<file path="src/rtl/spi_shift_baud_core.sv">
// SPI master shift engine: baud divider, SCLK/MOSI generation, MISO capture and
// slave-select framing for one DATA_WIDTH-bit transfer per send_data strobe.
module spi_shift_baud_core #(
    parameter int DATA_WIDTH = 8
) (
    input  logic                  PCLK,
    input  logic                  PRESETn,
    input  logic                  mstr,
    input  logic                  cpol,
    input  logic                  cpha,
    input  logic                  lsbfe,
    input  logic                  spiswai,
    input  logic [1:0]            spi_mode,
    input  logic [2:0]            sppr,
    input  logic [2:0]            spr,
    input  logic                  send_data,
    input  logic [DATA_WIDTH-1:0] mosi_data,
    input  logic                  miso,
    output logic                  sclk,
    output logic                  mosi,
    output logic                  ss,
    output logic                  tip,
    output logic                  receive_data,
    output logic [DATA_WIDTH-1:0] miso_data
);
    localparam int IW = (DATA_WIDTH > 1) ? $clog2(DATA_WIDTH) : 1;
    localparam int EW = $clog2(2*DATA_WIDTH) + 1;
    localparam logic [EW-1:0] LAST_E = EW'(2*DATA_WIDTH-1);
    localparam logic [EW-1:0] DONE_E = EW'(2*DATA_WIDTH);

    typedef enum logic [1:0] {IDLE, SETUP, XFER, HOLD} state_t;

    state_t                r_state;
    logic [10:0]           r_cnt;
    logic [EW-1:0]         r_edge;
    logic [IW-1:0]         r_bit;
    logic [DATA_WIDTH-1:0] r_tx;
    logic [DATA_WIDTH-1:0] r_rx;
    logic                  r_cpol, r_cpha, r_lsbfe;
    logic [2:0]            r_sppr, r_spr;

    logic          w_run_ok, w_freeze, w_abort, w_tick, w_sample, w_shift, w_first;
    logic [10:0]   w_hm1_live, w_hm1;
    logic [IW-1:0] w_nbit, w_idx, w_nidx;

    assign w_run_ok   = mstr & ((spi_mode == 2'b00) | ((spi_mode == 2'b01) & ~spiswai));
    assign w_freeze   = mstr & (spi_mode == 2'b01) & spiswai;
    assign w_abort    = ~mstr | spi_mode[1];
    // Half-period minus one; 11 bits covers the 1024-cycle maximum.
    assign w_hm1_live = ((11'(sppr) + 11'd1) << spr) - 11'd1;
    assign w_hm1      = ((11'(r_sppr) + 11'd1) << r_spr) - 11'd1;
    assign w_tick     = (r_cnt == 11'd0);
    assign w_nbit     = r_bit + IW'(1);
    assign w_idx      = r_lsbfe ? r_bit  : IW'(DATA_WIDTH-1) - r_bit;
    assign w_nidx     = r_lsbfe ? w_nbit : IW'(DATA_WIDTH-1) - w_nbit;
    assign w_first    = lsbfe ? mosi_data[0] : mosi_data[DATA_WIDTH-1];
    // Sampling edge parity follows cpha; shifting happens on the other parity.
    assign w_sample   = r_cpha ? r_edge[0] : ~r_edge[0];
    assign w_shift    = r_cpha ? (~r_edge[0] & (r_edge != '0))
                               : (r_edge[0] & (r_edge != LAST_E));

    always_ff @(posedge PCLK or negedge PRESETn) begin
        if (!PRESETn) begin
            r_state      <= IDLE;
            r_cnt        <= '0;
            r_edge       <= '0;
            r_bit        <= '0;
            r_tx         <= '0;
            r_rx         <= '0;
            r_cpol       <= 1'b0;
            r_cpha       <= 1'b0;
            r_lsbfe      <= 1'b0;
            r_sppr       <= '0;
            r_spr        <= '0;
            sclk         <= 1'b0;
            mosi         <= 1'b0;
            ss           <= 1'b1;
            tip          <= 1'b0;
            receive_data <= 1'b0;
            miso_data    <= '0;
        end else begin
            receive_data <= 1'b0;
            case (r_state)
                IDLE: begin
                    ss   <= 1'b1;
                    tip  <= 1'b0;
                    sclk <= cpol;
                    // A strobe coinciding with the completion pulse is dropped.
                    if (send_data & w_run_ok & ~receive_data) begin
                        r_tx    <= mosi_data;
                        r_cpol  <= cpol;
                        r_cpha  <= cpha;
                        r_lsbfe <= lsbfe;
                        r_sppr  <= sppr;
                        r_spr   <= spr;
                        r_cnt   <= w_hm1_live;
                        r_edge  <= '0;
                        r_bit   <= '0;
                        mosi    <= w_first;
                        ss      <= 1'b0;
                        tip     <= 1'b1;
                        r_state <= SETUP;
                    end
                end
                default: begin
                    if (w_abort) begin
                        r_state <= IDLE;
                        ss      <= 1'b1;
                        tip     <= 1'b0;
                        sclk    <= cpol;
                    end else if (!w_freeze) begin
                        r_cnt <= w_tick ? w_hm1 : r_cnt - 11'd1;
                        if (w_tick) begin
                            if (r_state == HOLD) begin
                                ss           <= 1'b1;
                                tip          <= 1'b0;
                                sclk         <= r_cpol;
                                miso_data    <= r_rx;
                                receive_data <= 1'b1;
                                r_state      <= IDLE;
                            end else if (r_edge == DONE_E) begin
                                r_state <= HOLD;
                            end else begin
                                // The tick ending SETUP is SCLK edge 0.
                                sclk <= ~sclk;
                                if (w_sample) r_rx[w_idx] <= miso;
                                if (w_shift) begin
                                    r_bit <= w_nbit;
                                    mosi  <= r_tx[w_nidx];
                                end
                                r_edge  <= r_edge + EW'(1);
                                r_state <= XFER;
                            end
                        end
                    end
                end
            endcase
        end
    end
endmodule

</file>
<file path="config.mk">
export PLATFORM = sky130hd
export DESIGN_NAME = spi_shift_baud_core
export DESIGN_NICKNAME = d
export VERILOG_FILES = /design/src/rtl/spi_shift_baud_core.sv
export SDC_FILE = /design/constraint.sdc
export NUM_CORES = 1
export LEC_CHECK = 0
export ABC_AREA = 1
export CAP_MARGIN = 20
export CELL_PAD_IN_SITES_DETAIL_PLACEMENT = 0
export CELL_PAD_IN_SITES_GLOBAL_PLACEMENT = 1
export CORE_MARGIN = 2
export CORE_UTILIZATION = 45
export CTS_CLUSTER_DIAMETER = 30
export CTS_CLUSTER_SIZE = 20
export DETAILED_ROUTE_END_ITERATION = 8
export PLACE_DENSITY = 0.85
export SLEW_MARGIN = 20
export SYNTH_ARGS = -nofsm -noshare
export SYNTH_HDL_FRONTEND = slang
export SYNTH_SLANG_ARGS = --single-unit
export TNS_END_PERCENT = 30
</file>
<file path="constraint.sdc">
create_clock -name PCLK -period 3.7 [get_ports PCLK]
set_input_delay 0.37 -clock PCLK [delete_from_list [all_inputs] [get_ports PCLK]]
set_output_delay 0.37 -clock PCLK [all_outputs]
set_load 0.01 [all_outputs]
</file>
Word level (Yosys, flattened, before mapping)
Index checks and enable logic that the tools add are counted.
{"block": "op_classes", "add_sub_neg": 9, "magnitude_cmp": 3, "n_eq_ne": 11, "n_shift": 2, "n_mux": 68, "n_bitwise": 20, "reduce_logical": 18}
{"op": "2-to-1 mux 11 bit", "count": 5}
{"op": "2-to-1 mux 1 bit", "count": 37}
{"op": "2-to-1 mux 5 bit", "count": 7}
{"op": "subtractor 11 x 1 -> 11 bit, second input constant", "count": 3}
{"op": "2-to-1 mux 3 bit", "count": 10}
{"op": "left shift 4 x 3 -> 11 bit", "count": 2}
{"op": "AND reduction 7 bit", "count": 2}
{"op": "2-to-1 mux 2 bit", "count": 6}
{"op": "AND reduction 3 bit", "count": 4}
{"op": "logical NOT 11 bit", "count": 1}
{"op": "NOT 1 bit", "count": 10}
{"op": "adder 3 x 1 -> 4 bit, second input constant", "count": 2}
{"op": "bitwise AND 1 bit", "count": 8}
{"op": "bitwise mux 8 bit", "count": 1}
{"op": "less-than comparator 3 x 4 -> 1 bit, second input constant", "count": 2}
{"op": "inequality test 2 x 1 -> 1 bit, second input constant", "count": 4}
{"op": "AND reduction 6 bit", "count": 1}
{"op": "nonzero test 3 bit", "count": 2}
{"op": "subtractor 3 bit, first input constant", "count": 2}
{"op": "adder 5 x 1 -> 5 bit, second input constant", "count": 1}
{"op": "== test 5 bit, second input constant", "count": 1}
{"op": "inequality test 5 x 4 -> 1 bit, second input constant", "count": 1}
{"op": "AND reduction 5 bit", "count": 1}
{"op": "nonzero test 5 bit", "count": 1}
{"op": "14 further kinds", "count": 17}
{"block": "word_totals", "reg_bits": 59}

Logic depth before layout (Yosys ltp)
Gate-level depths: netlist (run 1).
{"block": "depth", "depth_word": 12, "mapped_depth": 17}

Worst setup path after synthesis (run 1)
OpenSTA, ideal clock, no wires.
{"block": "synth_timing", "path_type": "input port to flip-flop", "startpoint": "input sppr[0]", "endpoint": "register r_cnt[10]", "t_arrival_ns": 1.798, "slack_ns": 1.785, "stages": 14, "n_path_buf": 0, "path_cell_list": "ha_1 > o21ai_1 > nor2_1 > nand2_1 > o21ai_0 > nor2_1 > ha_1 > nand3_2 > nor2_4 > nand2_1 > nand2_1 > nand2_1 > nand2_1 > nand2_1"}
{"block": "synth_via", "elab_chain_cells": 5}
{"element": "start: declaration", "line": "14", "text": "input logic [2:0] sppr,"}
{"element": "adder 3 x 1 -> 4 bit", "line": "50", "text": "assign w_hm1_live = ((11'(sppr) + 11'd1) << spr) - 11'd1;"}
{"element": "left shift 4 x 3 -> 11 bit", "line": "50"}
{"element": "subtractor 11 x 1 -> 11 bit", "line": "50"}
{"element": "2-to-1 mux 11 bit", "line": "89", "text": "if (send_data & w_run_ok & ~receive_data) begin"}
{"element": "2-to-1 mux 11 bit", "line": "83", "text": "case (r_state)"}
{"element": "end signal: assignment", "line": "96", "text": "r_cnt <= w_hm1_live;"}
{"element": "end signal: assignment", "line": "112", "text": "r_cnt <= w_tick ? w_hm1 : r_cnt - 11'd1;"}
{"element": "end: declaration", "line": "34", "text": "logic [10:0] r_cnt;"}
No other way between the ends. The select of a mux whose other input is x is not followed.
A chain may end at the register's enable or synchronous reset.

Worst setup path in the final report (run 1)
{"block": "layout_timing", "startpoint": "register r_state[1]", "endpoint": "register r_bit[0]"}
{"block": "layout_via", "elab_chain_cells": 3, "elab_cells_between_ends": 11, "cone_classes": "6 x eq/ne; 1 x mux; 4 x reduce/logical"}
{"element": "start: declaration", "line": "33", "text": "state_t r_state;"}
{"element": "start signal: assignment", "line": "64", "text": "r_state <= IDLE;"}
{"element": "start signal: assignment", "line": "102", "text": "r_state <= SETUP;"}
{"element": "start signal: assignment", "line": "107", "text": "r_state <= IDLE;"}
{"element": "== test 2 bit / logical NOT 2 bit (equally long branches)", "line": "114, 83"}
{"element": "inequality test 2 x 1 -> 1 bit (no source line) (tied with other cells)"}
{"element": "AND reduction 7 bit (no source line)"}
{"element": "end signal: assignment", "line": "128", "text": "r_bit <= w_nbit;"}
{"element": "end: declaration", "line": "36", "text": "logic [IW-1:0] r_bit;"}
Several ways; a longest one is shown, not always the timed one.

==> impl_metrics.json, run 1 <==
{
  "status": "finished, final reports clean",
  "clk_pin_slew_ps": 80,
  "vias_per_cell": 5.06,
  "routed_wirelength_um": 8940,
  "p_sw_uw": 1540,
  "wl_met3_um": 277,
  "h-tree-depth": 3,
  "grt_usage_pct": 21.4,
  "diodes": 0,
  "max_stage_delay_ps": 390,
  "drt_iter0_drc": 137,
  "rsz0062_at_grt": "no",
  "nets": 614,
  "swShare_pct": 46.1,
  "cap_violations": 0,
  "cts_root_buf": "clkbuf_8",
  "wl_per_cell_um": 12.9,
  "initial_utilization_pct": 46.3,
  "layoutNonFillerInstCount": 692,
  "fin_skew_ps": 14.2,
  "ys_seq_area_share_pct": 38.8,
  "grt_pass1_wl_um": 15400,
  "grt_max_degree": 33,
  "avgSynthCellArea_um2": 7.02,
  "peakVddDrop_v": 0.000348,
  "insertion_delay_ps": 340,
  "ys_ff_latch": 59,
  "fin_area_mm2": 0.00448,
  "port_buffers": 37,
  "rows": 33,
  "wl_met1_um": 4160,
  "r2r_cells": 13,
  "cts_hold_buffers": 0,
  "cts_setup_buffers": 0,
  "tightest_slew_ps": 749,
  "cp.arrival_ps": 2670,
  "syn-num-nets": 574,
  "die_w_um": 96.0,
  "cp_max_fo": 22,
  "internal_power_uw": 1800,
  "fin_hold_ws_ps": 87.4,
  "crit_cells": 13,
  "yosys_warnings": 0,
  "seq_area_mm2": 0.00148,
  "fp.dieH_um": 96.0,
  "multi_input_area_mm2": 0.00200,
  "numCtsBuffers": 9,
  "clk_path_buf_depth": 2,
  "clock-sinks": 59,
  "synthCells": 542,
  "hold_violations": 0,
  "n_fill_cell": 797,
  "worstHoldPathType": "in -> async",
  "crit_required_ps": 3980,
  "drc": 0,
  "mostFrequentLayoutCells": "nand2_1, inv_1, nor2_1, dfrtp_1, nand3_1",
  "cpLargestDelayFamily": "simple AND/OR/NAND/NOR gates",
  "postPlaceCellArea_mm2": 0.00425,
  "io_pins": 38,
  "dpl.cell_count": 676,
  "pwr_density_cell_mw_per_mm2": 745,
  "worst_path_max_delay_cell": "nand2_2",
  "cp-end-kind": "flop",
  "antenna_found_initial": 0,
  "die_area_mm2": 0.00921,
  "fin_ws_ps": 1300,
  "startpoint_type": "flop",
  "dr_wl_met2_um": 4440,
  "area_growth_syn_to_layout_pct": 17.6,
  "place_hpwl_um": 6730,
  "layout-drive-gt1-share_pct": 11.1,
  "path_class": "reg -> reg",
  "design.core.area_mm2": 0.00822,
  "via_count": 3503,
  "seq_power_share_pct": 31.3,
  "p_leak_uw": 0.00219,
  "gp_congestion": 0.868,
  "antenna_left": 0,
  "synth.distinct_cells": 43,
  "max-slew-margin-rel_pct": 50.1,
  "pwr-share-clk_pct": 20.2,
  "top_layer": "met4",
  "crit_chain": "inv_1, nand2_2, inv_2, nor2_2, a21oi_2, buf_4, nor3_2, nand2_2, clkinv_2, nand2_4, inv_2, nand3_1, o21ai_1",
  "mostFrequentLayoutCell": "nand2_1",
  "finalSetupViolations": 0,
  "grt_pass1_vias": 3367,
  "grt_overflow": 0,
  "cts_tree": "done",
  "combPwrFrac_pct": 48.5,
  "netlist_area_mm2": 0.00380,
  "pre_cts_slack_ps": 971,
  "drtPass1Iterations": 5,
  "crit_buf_inv": 5,
  "cts_resized": 0,
  "fin_crit_sh_pct": 64.7,
  "final-max-slew-violation-count": 0,
  "min_period_ps": 2400,
  "final.setup.tns_ps": 0,
  "max_freq_mhz": 417
}
## kinds of logic (layout without fill, tap and decap cells)
logic type,count (synthesis),in the layout,synth area share [%]
compound gates,63,63,9.80
xor+xnor,6,6,1.38
fa+ha+maj,7,7,2.30
buf+inv,77,122,8.48
flops,59,59,38.8
simple gates,330,330,39.2
## worst register-to-register path, stage by stage (launching register included)
cell      delay, ps
dfrtp_1         370
inv_1            60
nand2_2         390
inv_2           270
nor2_2          290
a21oi_2          90
buf_4           190
nor3_2          130
nand2_2         130
clkinv_2        120
nand2_4          80
inv_2            80
nand3_1          60
o21ai_1          90
## cell usage after synthesis, drive strengths merged
cell / count / share of area (%)
a21oi: 7 / 1.3
a31oi: 1 / 0.16
o21bai: 1 / 0.20
nand3b: 3 / 0.59
clkbuf: 5 / 0.76
or2: 2 / 0.33
xor2: 5 / 1.2
o221a: 1 / 0.30
nand2: 183 / 19
clkinv: 2 / 0.23
ha: 7 / 2.3
nand4: 9 / 1.5
o22ai: 3 / 0.49
dfrtp: 58 / 38
a22oi: 2 / 0.39
o21ai: 42 / 5.5
nand3: 54 / 7.9
dfstp: 1 / 0.69
o31ai: 3 / 0.72
xnor2: 1 / 0.23
nor2: 74 / 9.0
buf: 6 / 1.2
o221ai: 2 / 0.46
a2bb2oi: 1 / 0.23
inv: 64 / 6.3
nor3b: 1 / 0.20
nor3: 4 / 0.66
## power groups by stage
stage	Combinational (uW)	Sequential, uW	Clock (uW)
finish	1620	1050	673
global route	1870	1080	717
CTS	1630	1040	687
detailed placement	1620	1050	0
global placement	1600	1050	0
floorplan	1300	1000	0
## sequential cells by signal (all words and copies together) (netlist names), 2 cells and up
register / flops
r_spr: 3
r_tx: 8
r_state: 2
r_edge: 5
r_sppr: 3
miso_data: 8
r_cnt: 11
r_rx: 8
r_bit: 3
## final timing paths
kind,start,end,slack [ps]
worst max-delay path,r_state[1],r_bit[0],1300
worst min-delay path,PRESETn,r_cnt[9],90
worst max register to register,r_state[1],r_bit[0],1300
worst min register to register,r_tx[0],r_tx[0],470
max in group asynchronous,PRESETn,r_edge[4],2750
min in group PCLK,r_tx[0],r_tx[0],470
## metrics by stage
step,power (uW),util (%)
4_1_cts,3360,54.5
3_5_place_dp,2670,51.7
3_3_place_gp,2650,51.7
2_1_floorplan,2300,-
6_report,3340,54.5
5_1_grt,3660,54.5
## layout make-up
| cell class | count | area share, % |
|---|---|---|
| inverter | 66 | 5.56 |
| multi-input combinational | 406 | 44.8 |
| timing repair buffer | 40 | 8.67 |
| clock buffer | 9 | 2.77 |
| tap | 105 | 2.94 |
| sequential | 59 | 33.0 |
| clock inverter | 7 | 2.26 |
## layer usage
layer	GRT usage, %	up-vias
li1	-	1820
met1	26.9	1618
met2	38.1	56
met3	3.92	9
met4	5.36	0
met5	0	-
(Power assumes the default switching activity.)
==> run 2: changes to the inputs <==
--- a/config.mk
+++ b/config.mk
@@ -10,11 +10,11 @@
 export CELL_PAD_IN_SITES_DETAIL_PLACEMENT = 0
 export CELL_PAD_IN_SITES_GLOBAL_PLACEMENT = 1
 export CORE_MARGIN = 2
-export CORE_UTILIZATION = 45
+export CORE_UTILIZATION = 42
 export CTS_CLUSTER_DIAMETER = 30
 export CTS_CLUSTER_SIZE = 20
 export DETAILED_ROUTE_END_ITERATION = 8
-export PLACE_DENSITY = 0.85
+export PLACE_DENSITY = 0.8
 export SLEW_MARGIN = 20
 export SYNTH_ARGS = -nofsm -noshare
 export SYNTH_HDL_FRONTEND = slang
==> constraint.sdc (replaced) <==
create_clock -name PCLK -period 2.4 [get_ports PCLK]
set_input_delay 0.24 -clock PCLK [delete_from_list [all_inputs] [get_ports PCLK]]
set_output_delay 0.24 -clock PCLK [all_outputs]
set_load 0.01 [all_outputs]
==> impl_metrics.json, run 2 (synthesized netlist as in run 1, its figures left out) <==
{
  "h-tree-depth": 3,
  "drt_iter0_drc": 133,
  "final.setup.tns_ps": 0,
  "cap_violations": 0,
  "rows": 34,
  "vias_per_cell": 4.95,
  "wl_per_cell_um": 12.7,
  "grt_pass1_wl_um": 15900,
  "pre_cts_slack_ps": -49.5,
  "die_area_mm2": 0.00984,
  "design.core.area_mm2": 0.00876,
  "hold_violations": 0,
  "crit_end": "r_cnt[10]",
  "r2r-start": "r_sppr[0]",
  "cts_tree": "done",
  "fin_crit_sh_pct": 89.3,
  "status": "finished, final reports clean",
  "place_hpwl_um": 6940,
  "insertion_delay_ps": 340,
  "clock-sinks": 59,
  "io_pins": 38,
  "gp_congestion": 0.873,
  "mostFrequentLayoutCell": "nand2_1",
  "die_w_um": 99.2,
  "r2r_cells": 17,
  "rsz0062_at_grt": "no",
  "fin_ws_ps": 256,
  "initial_utilization_pct": 43.4,
  "clk_path_buf_depth": 2,
  "max-slew-margin-rel_pct": 55.5,
  "crit_required_ps": 2620,
  "top_register": "r_cnt",
  "clk_pin_slew_ps": 80,
  "min_period_ps": 2140,
  "layout-drive-gt1-share_pct": 13.1,
  "crit_start": "r_sppr[0]",
  "numCtsBuffers": 9,
  "antenna_left": 0,
  "final-max-slew-violation-count": 0,
  "port_buffers": 37,
  "reg2reg_to": "r_cnt[10]",
  "cp-end-kind": "flop",
  "max_freq_mhz": 466,
  "drtPass1Iterations": 5,
  "cts_root_buf": "clkbuf_8",
  "path_class": "reg -> reg",
  "worstHoldPathType": "in -> reg",
  "nets": 628,
  "grt_max_degree": 27,
  "finalSetupViolations": 0,
  "routed_wirelength_um": 9020,
  "grt_pass1_vias": 3495,
  "antenna_found_initial": 0,
  "fin_skew_ps": 9.22,
  "grt_usage_pct": 20.1,
  "p_leak_uw": 0.00224,
  "fp.dieH_um": 99.2,
  "pwr_density_cell_mw_per_mm2": 1120,
  "startpoint_type": "flop",
  "diodes": 0,
  "cp.arrival_ps": 2370,
  "rrSetupSlack_ps": 260,
  "largest_reg_flops": 11,
  "peakVddDrop_v": 0.000450,
  "tightest_slew_ps": 667,
  "area_growth_syn_to_layout_pct": 19.9,
  "drc": 0,
  "grt_overflow": 0,
  "via_count": 3513,
  "cp_max_fo": 7,
  "mostFrequentLayoutCells": "nand2_1, nor2_1, dfrtp_1, inv_1, nand3_1"
}
[run 2: cell count changes in the layout (fill, tap and decap cells not counted), sizes merged]
cell,previous run,this run
buf,4,17
bufinv,2,1
clkinvlp,1,2
dlygate4sd3,0,1
[run 2: repair_timing]
item	4_1_cts	5_1_grt
hold buffers	1	0
endpoints found under the hold margin	24	0
gates resized for setup	0	1
buffers inserted	0	0
setup endpoints to repair	0	2
[run 2: area by class of cell]
class / count / area (um2)
flip-flops and latches: 59 / 1480
clock buffers: 9 / 124
multi-input cells: 406 / 2000
clock inverters: 7 / 76.3
well taps: 108 / 135
fillers: 878 / 4200
repair buffers: 54 / 495
inverters: 66 / 249
[run 2: per-stage QoR]
stage	util, %	total power (uW)	hold WS, ps	cell area (um2)	std cells
floorplan	-	3550	-55.6	3800	542
global placement	49.7	4210	321	4350	692
detailed placement	49.7	4230	317	4350	692
CTS	52.1	5170	415	4560	709
global route	52.1	5660	432	4560	709
finish	52.1	5120	431	4560	709
[run 2: power breakdown]
part / internal [uW] / total, uW / switching, uW / leakage [uW]
Clock: 484 / 911 / 427 / 0.0000958
Sequential: 1310 / 1610 / 296 / 0.000756
Combinational: 946 / 2600 / 1650 / 0.00139
[run 2: worst max-delay path, stage by stage (launching register included)]
cell,delay (ps)
dfrtp_1,470
ha_1,270
inv_1,80
nand2_1,80
nand3_2,70
nand3_1,60
nand2_1,100
inv_1,60
nand2_1,70
nand3_1,130
inv_2,120
nand3_2,130
nor2_4,140
nand2_1,60
nand2_1,50
nand2_1,40
nand2_1,50
nand2_1,50
[run 2: routing by layer]
metal | vias to the layer above | GRT usage [%] | share of wire, %
met4 | 0 | 5.69 | 0.57
li1 | 1841 | - | -
met5 | - | 0 | 0
met3 | 4 | 3.65 | 2.8
met2 | 55 | 35.3 | 50
met1 | 1613 | 25.2 | 46
[run 2: worst min-delay path by stage]
| stage | from | to | slack (ps) | cells after the start |
|---|---|---|---|---|
| detailed placement | PRESETn | r_sppr[2] | 320 | 1 |
| floorplan | PRESETn | miso_data[0] | -60 | 0 |
| finish | mosi_data[3] | r_tx[3] | 430 | 3 |
| global route | mosi_data[1] | r_tx[1] | 430 | 3 |
| CTS | mosi_data[3] | r_tx[3] | 420 | 3 |
| global placement | PRESETn | r_sppr[2] | 320 | 1 |
